**config.mk**
```make
export PLATFORM = sky130hd
export DESIGN_NAME = hazard_md_ctrl
export DESIGN_NICKNAME = d
export VERILOG_FILES = /design/src/rtl/hazard_md_ctrl_pkg.sv /design/src/rtl/hazard_md_ctrl_md_busy_seq.sv /design/src/rtl/hazard_md_ctrl.sv
export SDC_FILE = /design/constraint.sdc
export NUM_CORES = 1
export LEC_CHECK = 0
export BUFFER_PORTS_ARGS = -buffer_cell sky130_fd_sc_hd__buf_2
export CAP_MARGIN = 30
export CORE_MARGIN = 2
export CORE_UTILIZATION = 40
export CTS_CLUSTER_SIZE = 12
export DETAILED_ROUTE_END_ITERATION = 8
export GPL_ROUTABILITY_DRIVEN = 1
export GPL_TIMING_DRIVEN = 1
export PLACE_DENSITY = 0.71
export SYNTH_ARGS = -nofsm -noshare
export SYNTH_HDL_FRONTEND = slang
export SYNTH_HIERARCHICAL = 1
export SYNTH_SLANG_ARGS = --single-unit
```
**constraint.sdc**
```tcl
create_clock -name clk -period 1.9 [get_ports clk]
set_input_delay 0.095 -clock clk [delete_from_list [all_inputs] [get_ports clk]]
set_output_delay 0.095 -clock clk [all_outputs]
set_load 0.005 [all_outputs]
```
**src/rtl/hazard_md_ctrl_pkg.sv**
```systemverilog
// Shared pipeline definitions for the ID/EX hazard controller: Tuse/Tnew
// encodings, the $0 register, md unit latency defaults and the sequencer states.
package hazard_md_ctrl_pkg;

    localparam logic [1:0] TUSE_NONE       = 2'd3;
    localparam logic [4:0] REG_ZERO        = 5'd0;
    localparam int         MULT_CYCLES_DEF = 5;
    localparam int         DIV_CYCLES_DEF  = 10;

    typedef enum logic {
        MD_IDLE = 1'b0,
        MD_BUSY = 1'b1
    } md_state_e;

    // A source read in D collides with a later-stage writer whose result is not yet forwardable.
    function automatic logic raw_hit(
        input logic [4:0] src,
        input logic [1:0] tuse,
        input logic [4:0] dst,
        input logic [1:0] tnew
    );
        return (src == dst) && (tuse < tnew);
    endfunction

endpackage

```
**src/rtl/hazard_md_ctrl_md_busy_seq.sv**
```systemverilog
// Multiply/divide busy sequencer: issues the start pulse, counts the busy
// window down and flags starts that arrive while the unit is still computing.
module md_busy_seq
    import hazard_md_ctrl_pkg::*;
#(
    parameter int MULT_CYCLES = MULT_CYCLES_DEF,
    parameter int DIV_CYCLES  = DIV_CYCLES_DEF,
    parameter int CNT_W       = 4
) (
    input  logic clk,
    input  logic reset,
    input  logic E_md_start_i,
    input  logic E_md_div_i,
    output logic md_start_o,
    output logic md_busy_o,
    output logic md_err_o
);

    md_state_e          state_q;
    logic [CNT_W-1:0]   cnt_q;
    logic               busy_q;
    logic               err_q;
    logic [CNT_W-1:0]   load_d;

    assign md_start_o = !reset && E_md_start_i && !busy_q;
    assign load_d     = E_md_div_i ? CNT_W'(DIV_CYCLES) : CNT_W'(MULT_CYCLES);
    assign md_busy_o  = busy_q;
    assign md_err_o   = err_q;

    // busy_q mirrors (cnt != 0) one-for-one, so a start is only ever accepted from IDLE.
    always_ff @(posedge clk or posedge reset) begin
        if (reset) begin
            state_q <= MD_IDLE;
            cnt_q   <= '0;
            busy_q  <= 1'b0;
            err_q   <= 1'b0;
        end else begin
            if (E_md_start_i && busy_q) begin
                err_q <= 1'b1;
            end
            case (state_q)
                MD_IDLE: begin
                    if (md_start_o) begin
                        cnt_q   <= load_d;
                        busy_q  <= 1'b1;
                        state_q <= MD_BUSY;
                    end
                end
                MD_BUSY: begin
                    cnt_q <= cnt_q - 1'b1;
                    if (cnt_q == CNT_W'(1)) begin
                        busy_q  <= 1'b0;
                        state_q <= MD_IDLE;
                    end
                end
                default: begin
                    state_q <= MD_IDLE;
                    cnt_q   <= '0;
                    busy_q  <= 1'b0;
                end
            endcase
        end
    end

endmodule

```
**src/rtl/hazard_md_ctrl.sv**
```systemverilog
// ID/EX stall controller: register RAW detection from Tuse/Tnew, md unit
// interlock, and a saturating stalled-cycle counter.
module hazard_md_ctrl
    import hazard_md_ctrl_pkg::*;
#(
    parameter int MULT_CYCLES = MULT_CYCLES_DEF,
    parameter int DIV_CYCLES  = DIV_CYCLES_DEF,
    parameter int CNT_W       = 4
) (
    input  logic        clk,
    input  logic        reset,
    input  logic [4:0]  D_rs,
    input  logic [4:0]  D_rt,
    input  logic [1:0]  D_Tuse_rs,
    input  logic [1:0]  D_Tuse_rt,
    input  logic        D_is_md,
    input  logic [4:0]  E_A3,
    input  logic [1:0]  E_Tnew,
    input  logic [4:0]  M_A3,
    input  logic [1:0]  M_Tnew,
    input  logic        E_md_start,
    input  logic        E_md_div,
    output logic        stall,
    output logic        md_start,
    output logic        md_busy,
    output logic        md_err,
    output logic [31:0] stall_cnt
);

    logic [4:0]  src_reg  [2];
    logic [1:0]  src_tuse [2];
    logic [1:0]  src_haz;
    logic        md_haz;
    logic [31:0] stall_cnt_q;
    logic [31:0] stall_cnt_d;

    assign src_reg[0]  = D_rs;
    assign src_reg[1]  = D_rt;
    assign src_tuse[0] = D_Tuse_rs;
    assign src_tuse[1] = D_Tuse_rt;

    genvar gi;
    generate
        for (gi = 0; gi < 2; gi++) begin : g_src
            assign src_haz[gi] = (src_reg[gi] != REG_ZERO) && (src_tuse[gi] != TUSE_NONE) &&
                                 (raw_hit(src_reg[gi], src_tuse[gi], E_A3, E_Tnew) ||
                                  raw_hit(src_reg[gi], src_tuse[gi], M_A3, M_Tnew));
        end
    endgenerate

    md_busy_seq #(
        .MULT_CYCLES (MULT_CYCLES),
        .DIV_CYCLES  (DIV_CYCLES),
        .CNT_W       (CNT_W)
    ) u_md_busy_seq (
        .clk          (clk),
        .reset        (reset),
        .E_md_start_i (E_md_start),
        .E_md_div_i   (E_md_div),
        .md_start_o   (md_start),
        .md_busy_o    (md_busy),
        .md_err_o     (md_err)
    );

    // A start sitting in E counts as busy for an md instruction in D.
    assign md_haz = D_is_md && (md_start || md_busy);
    assign stall  = !reset && ((|src_haz) || md_haz);

    always_comb begin
        stall_cnt_d = stall_cnt_q;
        if (stall && (stall_cnt_q != 32'hFFFF_FFFF)) begin
            stall_cnt_d = stall_cnt_q + 32'd1;
        end
    end

    always_ff @(posedge clk or posedge reset) begin
        if (reset) begin
            stall_cnt_q <= '0;
        end else begin
            stall_cnt_q <= stall_cnt_d;
        end
    end

    assign stall_cnt = stall_cnt_q;

endmodule

```
==> results by stage, run 1 <==
Outcome:
- The checks that failed: setup timing.
- The flow ran to the end, but the final reports show violations.

Layout:
- At the end of the flow, the number of nets in the layout was roughly 400.
- At the end of the flow the core is filled with cells to 61.1%.
- From synthesis to final layout, the design area changed by 46.3%.
- The fraction of final layout cells with drive strength greater than 1 is 50.4%.
- The number of antenna diodes in the final layout is 0.

Timing:
- The clock arrives with about 0.015 ns of skew.
- Setup repair after global routing could not meet its margin everywhere.
- For this run, the top clock speed supported by timing is 512 MHz.
- At the pin with the least slew margin, the transition time is roughly 0.43 ns.
- The final critical path time including I/O delays and setup is just under 2 ns.
- The post-route clock period utilization is 103%.
- The final max-slew violation count is 0.
- The number of failing hold endpoints at the final stage is 0.
- In the post-route analysis, the smallest setup slack over all paths is -0.0547 ns.
- The number of setup violations in the final report is 17.
- The worst hold slack is around 0.031 ns.
- In this run the tightest slew margin relative to its limit is 71.3%.

Floorplanning:
- In this run the standard cell core region covers ~0.006 mm².
- The count of standard-cell rows is 28.
- The count of pins on the block boundary is 69.
- The die is just over 80 µm tall.
- In this run the horizontal extent of the chip is 83.1 µm.
- The initial utilization of the core area, before any placement, comes to 41.8%.
- The floorplan die area is 0.00690 mm².

Place:
- Summed over all nets, the half-perimeter wirelength after detailed placement is 4610 µm.
- The port buffer count is just under 70.
- Routability-driven placement finished with a final weighted congestion of 0.850.

Yosys:
- For this run, the number of Yosys warnings is 6.
- After synthesis the cells add up to 0.00250 mm².
- The part of the Yosys area used for sequential elements is between 30 and 40%.
- The synthesized netlist contains between 50 and 60 unique library cells.
- For this run, the leading register cell type out of synthesis is sky130_fd_sc_hd__dfrtp_1.
- The post-synthesis cell count is 234.
- The number of nets produced by synthesis is 274.
- The register bit count reported by yosys is 39.
- After synthesis, the share of flip-flops with an asynchronous set or reset is 100%.
- The synthesized design contains 0 enable-type register cells.
- The mean post-synth cell area is 10.7 µm².

Drt:
- The detail route stage leaves a number of antenna-violating nets equal to 0.
- The average routed wire per standard cell is 14.9 µm.
- The total vias in the final route is 2,263.
- The detailed-route wire length is 6600 µm.
- The first-pass iteration count of the detailed router is 4.
- After detailed routing, the number of remaining DRC violations is 0.
- The detailed router's first-iteration violation count is 60.
- The detail-routed via count per cell is 5.12.

Min path:
- The worst hold path class is input port to register.
- The hold-critical path depth is 2.

Critical path:
- STA classifies the critical path startpoint as an input port.
- The worst setup path is of the input port to register kind.
- STA puts the critical path data arrival time at 2.18 ns.
- The library cell contributing the largest single delay on the critical path is sky130_fd_sc_hd__a2111oi_1.
- Measured in cells, the most critical reg-to-reg path has a length of 8.
- Across all register-to-register paths, the minimum setup slack is -0.05 ns.
- STA classifies the critical path endpoint as a register.
- The highest net fanout along the worst path is 8.
- Walking the worst path, the cells encountered are buf_2 -> ha_1 -> a2111oi_1 -> nand4_1 -> a21oi_2 -> nor3b_4 -> buf_4 -> clkbuf_16 -> nor4b_2 -> xor2_1.
- The longest individual stage delay on the worst path is 0.39 ns.
- The required time of the critical path is ~2.1 ns.

Clock network:
- CTS built an H-tree with a depth of 2.
- The buffer cell driving the clock tree root is sky130_fd_sc_hd__clkbuf_8.
- The TritonCTS clock tree is built.
- After clock tree synthesis, the clock-pin slew on the worst setup and hold paths is 0.09 ns.
- The later pin in the worst-skew pair is clocked with a latency of 0.30 ns.
- The tree built by TritonCTS fans out to 39 sinks.
- The number of buffers added by the clock tree synthesis step is 5.
- The number of buffers between clock root and the deepest sink is 2.

Global routing:
- The most crowded layer after global routing is met2.
- The met1 usage in global routing is a little under a quarter.
- Global routing consumed, over all layers together, 18.2% of the routing resources.
- The first-pass GRT wire length is 10,400 µm.
- In the global route stage, met3 resource usage came out at 2.78%.
- The maximum number of pins on one net before global-route repair is 33.
- The initial antenna violation count was 0.
- Global routing finished with a remaining overflow of 0.
- In the global route stage, met2 resource usage came out at between 30% and 40%.
- The number of global-route vias before repair came to 2,229.

Job:
- The tool flagged a number of max-cap violations equal to 0.

Power:
- VDD sags by at most 0.584 mV.
- The leakage power of the design is between 0.0015 and 0.002 µW.
- The design draws 2490 µW.
- Power spread over the standard cell area amounts to 680 mW/mm².
-- cell type report --
cell class	instances	area, µm²
Timing Repair Buffer	132	926
Inverter	10	41.3
Clock inverter	2	12.5
Multi-Input combinational cell	178	1540
Fill cell	496	2330
Clock buffer	6	72.6
Sequential cell	39	977
Tap cell	75	93.8
-- path summary, 6_finish.rpt --
| kind | end | start |
|---|---|---|
| hold / removal | u_md_busy_seq/md_err_o | E_md_start |
| setup reg to reg | stall_cnt[1] | stall_cnt[16] |
| min in group asynchronous | u_md_busy_seq/cnt_q[1] | reset |
| max in group asynchronous | stall_cnt[8] | reset |
| hold reg to reg | u_md_busy_seq/md_err_o | u_md_busy_seq/md_err_o |
| setup / recovery | stall_cnt[22] | D_Tuse_rt[1] |
-- power by group --
group | switching, µW | internal, µW
clock network | 310 | 257
registers | 115 | 964
logic | 397 | 448
-- synth_stat cells (3+ instances only) --
cell type,n,share of area [%]
sky130_fd_sc_hd__xor2_1,40,14
sky130_fd_sc_hd__dfrtp_1,39,39
sky130_fd_sc_hd__nand2_1,13,2.0
sky130_fd_sc_hd__nand3_1,11,2.2
sky130_fd_sc_hd__xnor2_1,11,3.8
sky130_fd_sc_hd__inv_1,10,1.5
sky130_fd_sc_hd__nor2_1,10,1.5
sky130_fd_sc_hd__nor3_1,10,2.0
sky130_fd_sc_hd__nor4_2,10,5.0
sky130_fd_sc_hd__nand4_1,8,2.0
sky130_fd_sc_hd__ha_1,7,3.5
sky130_fd_sc_hd__nor4b_2,7,4.2
sky130_fd_sc_hd__a21oi_1,6,1.2
sky130_fd_sc_hd__and3_1,4,1.0
sky130_fd_sc_hd__buf_6,3,1.3
-- per-stage QoR --
| step | worst slack, ns | instance area [µm²] | setup TNS, ns | std cells |
|---|---|---|---|---|
| global placement | -0.206 | 3340 | -4.37 | 423 |
| detailed placement | -0.324 | 3340 | -7.31 | 423 |
| CTS | -0.0487 | 3450 | -0.350 | 433 |
| floorplan | -0.0747 | 2540 | -0.757 | 234 |
| finish | -0.0547 | 3660 | -0.474 | 442 |
| global route | -0.144 | 3660 | -2.79 | 442 |
-- sequential cells by signal (all words and copies together) (netlist names) --
| register | cells |
|---|---|
| stall_cnt | 32 |
| u_md_busy_seq/cnt_q | 4 |
| u_md_busy_seq/md_busy_o | 1 |
| u_md_busy_seq/md_err_o | 1 |
| u_md_busy_seq/state_q | 1 |
-- kinds of logic (layout without fill, tap and decap cells) --
logic type | after synthesis | in the layout | synth area share [%]
AOI/OAI and AO/OA | 21 | 21 | 6.05
xor gates and xnor gates | 51 | 51 | 17.9
adders and majority gates | 7 | 7 | 3.50
buffers and inverters | 17 | 150 | 3.70
DFF | 39 | 39 | 39.0
muxes | 5 | 5 | 2.30
and+or+nand+nor | 94 | 94 | 27.6
-- what timing repair did --
action | 4_1_cts | 5_1_grt
hold buffers | 1 | 0
gates cloned | 0 | 3
setup buffers | 1 | 6
endpoints found under the setup margin | 13 | 31
pin swaps | 1 | 4
endpoints found under the hold margin | 33 | 0
gates resized for setup | 2 | 22
-- routing by layer --
| layer | vias to the layer above | share of wire, % |
|---|---|---|
| li1 | 1098 | - |
| met1 | 1109 | 43 |
| met2 | 45 | 52 |
| met3 | 11 | 3.4 |
| met4 | 0 | 1.8 |
| met5 | - | 0 |
-- placed cells by master (no fill, tap or decap), types with 3 or more instances in the layout --
cell                         n
sky130_fd_sc_hd__xor2_1     40
sky130_fd_sc_hd__nand2_1    13
sky130_fd_sc_hd__nor4b_2     6
sky130_fd_sc_hd__buf_2      67
sky130_fd_sc_hd__nor2_1      8
sky130_fd_sc_hd__dfrtp_1    38
sky130_fd_sc_hd__nor3_1      4
sky130_fd_sc_hd__buf_12      3
sky130_fd_sc_hd__inv_1       9
sky130_fd_sc_hd__a21oi_1     4
sky130_fd_sc_hd__ha_1        7
sky130_fd_sc_hd__nand4_1     8
sky130_fd_sc_hd__clkbuf_8    5
sky130_fd_sc_hd__buf_4      56
sky130_fd_sc_hd__nor4_4      3
sky130_fd_sc_hd__and3_1      3
sky130_fd_sc_hd__nor4_2      8
sky130_fd_sc_hd__nand3_1    11
sky130_fd_sc_hd__nor3_2      7
sky130_fd_sc_hd__xnor2_1    11
sky130_fd_sc_hd__clkbuf_16   3
-- worst max-delay path: cells and delay by family --
family,cells,cell delay [ns]
AOI/OAI and AO/OA,2,0.58
adders and majority gates,1,0.31
and+or+nand+nor,3,0.58
xor gates and xnor gates,1,0.18
buffers and inverters,3,0.43
(Power assumes the default switching activity.)
==> run 2, diff against run 1 <==
- ABC_AREA: unset -> 1
- PLACE_DENSITY: 0.71 -> 0.69
==> results by stage, run 2 <==
Yosys:
- The synthesized design spends more area on one cell type than any other, namely sky130_fd_sc_hd__dfrtp_1.
- The mux contribution to synthesized area is 0%.
- After synthesis, the netlist uses 35 different library cells.
- Summing the areas of all compound-gate instances in the mapped netlist gives around 2.9% of the synthesized area.
- Counting every instance in the synthesized netlist gives approximately 490.
- The mean post-synth cell area is ~6.6 µm².
- Yosys attributes the largest share of cell area to sky130_fd_sc_hd__dfrtp_1 (31%), sky130_fd_sc_hd__nand2_1 (22%), sky130_fd_sc_hd__nand4_1 (7.5%), sky130_fd_sc_hd__inv_1 (6.0%), sky130_fd_sc_hd__nor2_1 (5.3%).
- The proportion of netlist area held by the largest area contributor is 30.7%.
- Counting every net in the synthesized netlist gives 525.
- Yosys printed 6 warnings.
- The part of the Yosys area used for sequential elements is 30.7%.
- The fraction of registers with async set/reset is 100%.
- For this run, the leading register cell type out of synthesis is sky130_fd_sc_hd__dfrtp_1.
- The most repeated cell in the gate-level netlist after synthesis is sky130_fd_sc_hd__nand2_1.
- The combinational family with the most area after synthesis is simple AND/OR/NAND/NOR gates.
- The netlist area before placement is ~0.0032 mm².
- The simple-gate portion of the synthesized area is between 40% and 50%.
- The post-synthesis adder-cell area fraction is approximately 2.8%.
- The register bit count reported by yosys is 39.
- Ranked by instance count, the synthesized netlist is headed by sky130_fd_sc_hd__nand2_1 (185), sky130_fd_sc_hd__inv_1 (51), sky130_fd_sc_hd__nor2_1 (45).
- The synthesized netlist devotes between 6 and 7% of its cell area to XOR and XNOR gates.
- The number of enable-type register cells in the synthesized netlist is 0.

Timing:
- The highest clock rate is about 570 MHz.
- For the pin with the worst max-slew slack, the measured transition is 0.468 ns.
- The number of failing hold endpoints at the final stage is 0.
- The final critical path takes up 92.9% of the cycle.
- The total negative setup slack is 0 ns.
- The worst pin sits at a relative slew slack of 68.8%.
- Counting I/O delays and the setup requirement, the final critical path takes approximately 1.8 ns.
- The worst hold slack is 0.0526 ns.
- The setup skew after layout is 0.00986 ns.
- Setup repair after global routing left no endpoint under its margin.
- The final max-slew violation count is 0.
- Setup violations remaining at the end of the flow were counted as 0.

Critical path:
- The worst setup path is captured at a register.
- The data arrival time of the critical path is between 1.5 and 2 ns.
- In this run the register-to-register setup slack is around 0.13 ns.
- In this run the worst path has a maximum fanout of 6.
- For the worst setup path, the data required time is 2.10 ns.
- The capture point of the worst reg-to-reg path is stall_cnt[17].
- The worst setup path is launched from a register.
- The worst register-to-register path begins at stall_cnt[2].
- For the worst flop-to-flop path, the logic depth is 10.
- The worst setup path is of the register to register kind.

Power:
- The leakage power of the design is 0.00215 µW.
- The worst ir drop on vdd is roughly 0.32 mV.
- The power density normalized to cell area is 681 mW/mm².

Global routing:
- The number of global-route vias before repair is 3,178.
- The leftover overflow at the end of global routing is 0.
- The first-pass GRT wire length is 14,500 µm.
- The initial antenna violation count came to 0.
- The total global routing track utilization is approximately a fifth.
- Entering global routing, the biggest net connects 45 pins.

Drt:
- After detailed routing, the met3 layer carries 430 µm of wire.
- After detailed routing, the average wire length per cell comes to 12.7 µm.
- The wire length on met2 is approximately 4000 µm.
- The wire length the detailed router placed on met1 is roughly 4000 µm.
- The remaining number of nets flagged by the antenna check after routing is 0.
- After detailed routing, the number of remaining DRC violations is 0.
- After detailed routing, the total wire length is 8560 µm.
- The detailed router used layers up to and including met4.
- For this block, the via count after detailed routing is 3,458.
- The detailed router's first-iteration violation count is between 150 and 200.
- Using the TritonRoute via totals, the vias-per-cell ratio works out to 5.12.
- The first-pass iteration count of the detailed router is 4.

Min path:
- The worst hold path was traced through 2 stages.
- The worst hold path endpoint is u_md_busy_seq/md_err_o.
- The path class of the tightest hold or removal check is input port to register.
- The startpoint of the lowest-slack hold path is E_md_start.

Layout:
- In the final layout, flip-flops and latches occupy 982 µm².
- Fill cells in the final layout number approximately 780.
- The library cell used most frequently in the layout, excluding fill and tap cells, is sky130_fd_sc_hd__nand2_1.
- The fraction of final layout cells with drive strength greater than 1 is 22.7%.
- The multi-input logic area is 0.00195 mm².
- The library cells used most frequently in the layout, excluding fill and tap cells, are sky130_fd_sc_hd__nand2_1 (185), sky130_fd_sc_hd__buf_2 (68), sky130_fd_sc_hd__inv_1 (51).
- The repair_antennas step left the layout with diodes totalling 0.
- Compared with the post-synthesis result, the final layout area differs by 23.5%.
- In the final design database the tool counted roughly 610 nets.
- The register with the most flip-flops in the layout has 32 of them.

Place:
- The port buffer count is a little under 70.
- The HPWL after detailed placement is 6630 µm.
- The congestion estimate from routability-driven global placement came to 0.888.

Clock network:
- The buffer cell driving the clock tree root is sky130_fd_sc_hd__clkbuf_8.
- TritonCTS built the clock tree.
- Clock-pin slew was measured on the worst setup and hold paths at 0.08 ns.
- CTS saw 39 sinks.
- The number of buffers between clock root and the deepest sink is 2.
- The number of buffers added by the clock tree synthesis step is 5.
- The worst-skew pair later-pin latency is 0.31 ns.
- The number of H-tree levels is 2.

Floorplanning:
- The starting density of the core is between 40% and 50%.
- The die height is a little over 90 µm.
- In this run the core area contains 32 standard-cell rows.
- The region available for standard cell placement spans 0.00773 mm².
- The die span in x is 93.2 µm.
- The count of pins on the block boundary is 69.
- The floorplan step defined a die boundary enclosing 0.00868 mm².

Outcome:
- The run finished with clean final reports.

Job:
- The tool flagged a number of max-cap violations equal to 0.
## run 2: cell count changes in the layout (fill, tap and decap cells not counted), sizes merged, moves of 7 or more
| cell | change |
|---|---|
| buf | -37 |
| inv | +47 |
| nand2 | +174 |
| nand3 | +25 |
| nand3b | +7 |
| nand4 | +29 |
| nor2 | +41 |
| nor3 | -8 |
| nor4 | -13 |
| nor4b | -7 |
| xor2 | -25 |
## run 2: worst max path at each step
stage | start | end | slack (ns) | depth (start not counted)
final | stall_cnt[2] | stall_cnt[17] | 0.13 | 10
after global routing | stall_cnt[0] | stall_cnt[5] | 0.005 | 9
after CTS | stall_cnt[0] | stall_cnt[24] | 0.02 | 9
after detailed placement | D_Tuse_rt[1] | stall_cnt[15] | 0.03 | 12
after global placement | stall_cnt[2] | stall_cnt[17] | 0.10 | 10
after floorplan | reset | stall_cnt[11] | 0.19 | 4
## run 2: cell families after synthesis
logic type	after synthesis
buffers and inverters	69
flip-flops	39
AO/OA/AOI/OAI	16
AND/OR/NAND/NOR	332
adder cells (fa/ha/maj)	7
XOR/XNOR	22
## run 2: routing by layer
layer	GRT usage [%]	up-vias
met1	27.4	1624
met5	0	-
li1	-	1727
met3	3.55	9
met4	7.11	0
met2	33.8	98
## run 2: worst max-delay path, stage by stage, from the launching register on
cell and delay (ns):
sky130_fd_sc_hd__dfrtp_2 0.45, sky130_fd_sc_hd__nand2_1 0.14, sky130_fd_sc_hd__nor2_4 0.17, sky130_fd_sc_hd__nand2_1 0.17, sky130_fd_sc_hd__nor2_1 0.21, sky130_fd_sc_hd__and3_1 0.18, sky130_fd_sc_hd__nand2_1 0.08, sky130_fd_sc_hd__inv_2 0.06
sky130_fd_sc_hd__nand3_1 0.07, sky130_fd_sc_hd__nand2_1 0.08, sky130_fd_sc_hd__nand2_1 0.04
## run 2: cell type report
cell class | count | area share [%]
multi-input combinational | 377 | 49.7
sequential | 39 | 25.0
timing repair buffer | 93 | 13.7
inverter | 56 | 5.35
tap | 102 | 3.25
clock buffer | 6 | 2.10
clock inverter | 2 | 0.892
## run 2: power breakdown
group          switching, µW  internal (µW)  total (µW)
logic                    511            335         846
registers                150            946        1100
clock network            307            425         732
## run 2: stage by stage
stage	power, µW	setup slack, ns	std cells	cell area [µm²]	util [%]
final	2670	0.134	675	3930	50.8
after global routing	2870	0.00518	675	3930	50.8
after CTS	2650	0.0224	675	3890	50.3
after detailed placement	1910	0.0336	665	3750	48.5
after global placement	1880	0.105	665	3750	48.5
after floorplan	1640	0.189	485	3180	-
## run 2: repair_timing
item,in CTS,in global routing
hold buffers,2,0
buffers inserted,0,0
hold endpoints to repair,39,0
pin swaps,0,1
resized for setup,1,11
setup endpoints to repair,1,31
==> run 3, diff against run 2 <==
- MAX_ROUTING_LAYER: unset -> met4
==> results by stage, run 3 (synthesis gave the netlist of run 2 again) <==
Outcome:
- The flow ran to the end, and the final reports show no timing, DRC or antenna violations.

Layout:
- The number of flip-flops under the largest register name is 32.
- The number of nets in the layout is 616.
- The most frequent standard cell in the layout excluding fill and tap cells is sky130_fd_sc_hd__nand2_1.
- The repair_antennas step left the layout with diodes totalling 0.
- The area growth from synthesis to layout is 23.7%.
- In the layout the commonest cells are sky130_fd_sc_hd__nand2_1 (185), sky130_fd_sc_hd__buf_2 (68), sky130_fd_sc_hd__inv_1 (51).
- The post-layout instance count excluding filler cells is 679.
- Cells with a size suffix above 1 make up 23.2% of the layout.

Job:
- Max-cap violations in this run came to 0.

Timing:
- The final max-slew violation count is 0.
- Between clock sinks in the finished design, the worst skew comes to 0.0162 ns.
- The number of failing hold endpoints at the final stage is 0.
- Dividing the final minimum period by the clock period gives a little over nine tenths.
- The final critical path time including I/O delays and setup is 1.79 ns.
- The setup slack after layout is roughly 0.11 ns.
- The worst slew margin relative to its limit is 68.9%.
- Setup violations remaining at the end of the flow were counted as 0.
- The highest clock rate is 558 MHz.
- The slew at the pin closest to its max-slew limit is 0.467 ns.

Global routing:
- The initial antenna violation count is 0.
- The first global-routing pass estimated around 14,000 µm of wire.
- Entering global routing, the biggest net connects 45 pins.
- The total global routing track utilization is 20.5%.
- The number of global-route vias before repair is 3,175.
- The leftover overflow at the end of global routing is 0.

Drt:
- The final routed DRC violation total is 0.
- The detail-routed via count per cell is 5.06.
- The remaining number of nets flagged by the antenna check after routing is 0.
- In this run, the number of DRC markers left after iteration 0 of detailed routing was 208.
- After detailed routing, the total wire length is around 8500 µm.
- The total vias in the final route is 3,438.
- The first-pass iteration count of the detailed router is 5.
- The average routed wire per standard cell is ~13 µm.

Critical path:
- The data arrival time of the critical path is 1.70 ns.
- The critical path buffer and inverter count is 7.
- For this run, the slowest stage of the critical path takes 0.53 ns.
- The worst setup path is captured at an output port.
- The launch point of the worst path is reset.
- The endpoint of the worst setup timing path is stall.
- The worst reg-to-reg path cell count is 9.
- The endpoint identified for the worst register-to-register timing path is stall_cnt[11].
- In this run the number of cells on the critical path is 11.
- STA classifies the critical path startpoint as an input port.
- The worst setup path is of the input port to output port kind.
- Walking the worst path, the cells encountered are dlygate4sd3_1 -> buf_2 -> inv_1 -> nand3_4 -> inv_2 -> o21ai_2 -> nand3_2 -> buf_6 -> nand2_1 -> inv_1 -> buf_2.
- The family with the most delay on the worst path is buffers and inverters.
- Among all stages on the critical path, the largest delay is contributed by sky130_fd_sc_hd__dlygate4sd3_1.
- The critical register-to-register path startpoint is stall_cnt[1].
- The required time of the critical path is around 1.8 ns.
- The highest net fanout along the worst path is 21.
- For flop-to-flop paths, the worst setup slack is 0.15 ns.

Place:
- Prior to clock tree synthesis, the placed netlist has a worst setup slack of around 0.055 ns.
- The instance count after placement with tap cells included is 664.
- The port buffer count is 68.
- The last weighted congestion value of the routability-driven placer is 0.901.
- Summed over all nets, the half-perimeter wirelength after detailed placement is 6580 µm.

Min path:
- In this run the worst hold path is classified as input port to register.

Clock network:
- The number of H-tree levels is 2.
- TritonCTS built the clock tree.
- The number of buffers added by the clock tree synthesis step is 5.
- The number of buffers between clock root and the deepest sink is 2.
- The tree is rooted in a sky130_fd_sc_hd__clkbuf_8.
- At the later pin of the worst-skew pair, clock insertion delay measures 0.30 ns.
- The clock-pin slew of the registers on the worst-case setup and hold paths is roughly 0.070 ns.
- The CTS sink count is 39.

Floorplanning:
- The count of pins on the block boundary is 69.
- Measured along the y axis, the die boundary spans ~93 µm.
- The die span in x is 93.2 µm.
- The count of standard-cell rows is 32.
- The floorplan die area is 0.00868 mm².
- For this configuration, the core starts out at a cell density of approximately two fifths.
- The total area inside the core boundary comes to ~0.0077 mm².

Power:
- The worst ir drop on vdd is 0.304 mV.
- The leakage power of the design is 0.00216 µW.
- The power density normalized to cell area is around 660 mW/mm².
run 3: timing repair:
item / 4_1_cts / 5_1_grt
setup buffers: 0 / 4
hold buffers: 2 / 0
endpoints found under the setup margin: 1 / 30
cloned: 0 / 1
gates resized for setup: 1 / 9
pin swaps: 0 / 3
hold endpoints to repair: 39 / 0
run 3: final cells by class:
cell class / instances / area [µm²]
clock buffers: 7 / 96.3
multi-input cells: 378 / 1950
flip-flops and latches: 39 / 982
well taps: 102 / 128
clock inverters: 1 / 7.51
repair buffers: 96 / 559
fillers: 768 / 3800
inverters: 56 / 210
run 3: worst register-to-register path: stages (launching register included):
cell and delay [ns]:
sky130_fd_sc_hd__dfrtp_1 0.36, sky130_fd_sc_hd__ha_1 0.19, sky130_fd_sc_hd__nand3_2 0.15, sky130_fd_sc_hd__nor2_4 0.17, sky130_fd_sc_hd__nand3_2 0.10, sky130_fd_sc_hd__nor2_4 0.13, sky130_fd_sc_hd__nand3b_4 0.14, sky130_fd_sc_hd__buf_4 0.22
sky130_fd_sc_hd__nand4_1 0.11, sky130_fd_sc_hd__nand2_1 0.07
run 3: where the power goes:
group | internal (µW) | switching [µW]
Clock | 331 | 306
Sequential | 944 | 131
Combinational | 368 | 535
Total | 1640 | 972
run 3: worst min path at each step:
stage	startpoint	endpoint	slack, ns	cells after the start
2_1_floorplan	reset	u_md_busy_seq/cnt_q[0]	-0.07	1
3_3_place_gp	reset	u_md_busy_seq/md_err_o	0.16	3
3_5_place_dp	reset	u_md_busy_seq/cnt_q[2]	0.17	3
4_1_cts	E_md_start	u_md_busy_seq/md_err_o	0.06	2
5_1_grt	E_md_start	u_md_busy_seq/md_err_o	0.05	2
6_report	E_md_start	u_md_busy_seq/md_err_o	0.07	2
run 3: per-layer routing:
metal  track usage [%]  vias up  routed length [µm]  share of wire [%]
li1                  -     1746                   -                  -
met1              27.3     1576                4020                 47
met2              32.9      104                3970                 47
met3              3.06       12                 415                4.9
met4              5.51        0                 125                1.5
met5                 -        -                   0                  0
run 3: stage by stage:
| stage | utilization, % | setup TNS (ns) | total power [µW] | area, µm² | hold slack (ns) |
|---|---|---|---|---|---|
| detailed placement | 48.4 | 0 | 1890 | 3740 | 0.169 |
| finish | 50.9 | 0 | 2610 | 3930 | 0.0659 |
| floorplan | - | 0 | 1640 | 3180 | -0.0716 |
| global placement | 48.4 | 0 | 1870 | 3740 | 0.165 |
| CTS | 50.0 | 0 | 2540 | 3860 | 0.0585 |
| global route | 50.9 | -0.00310 | 2830 | 3930 | 0.0542 |
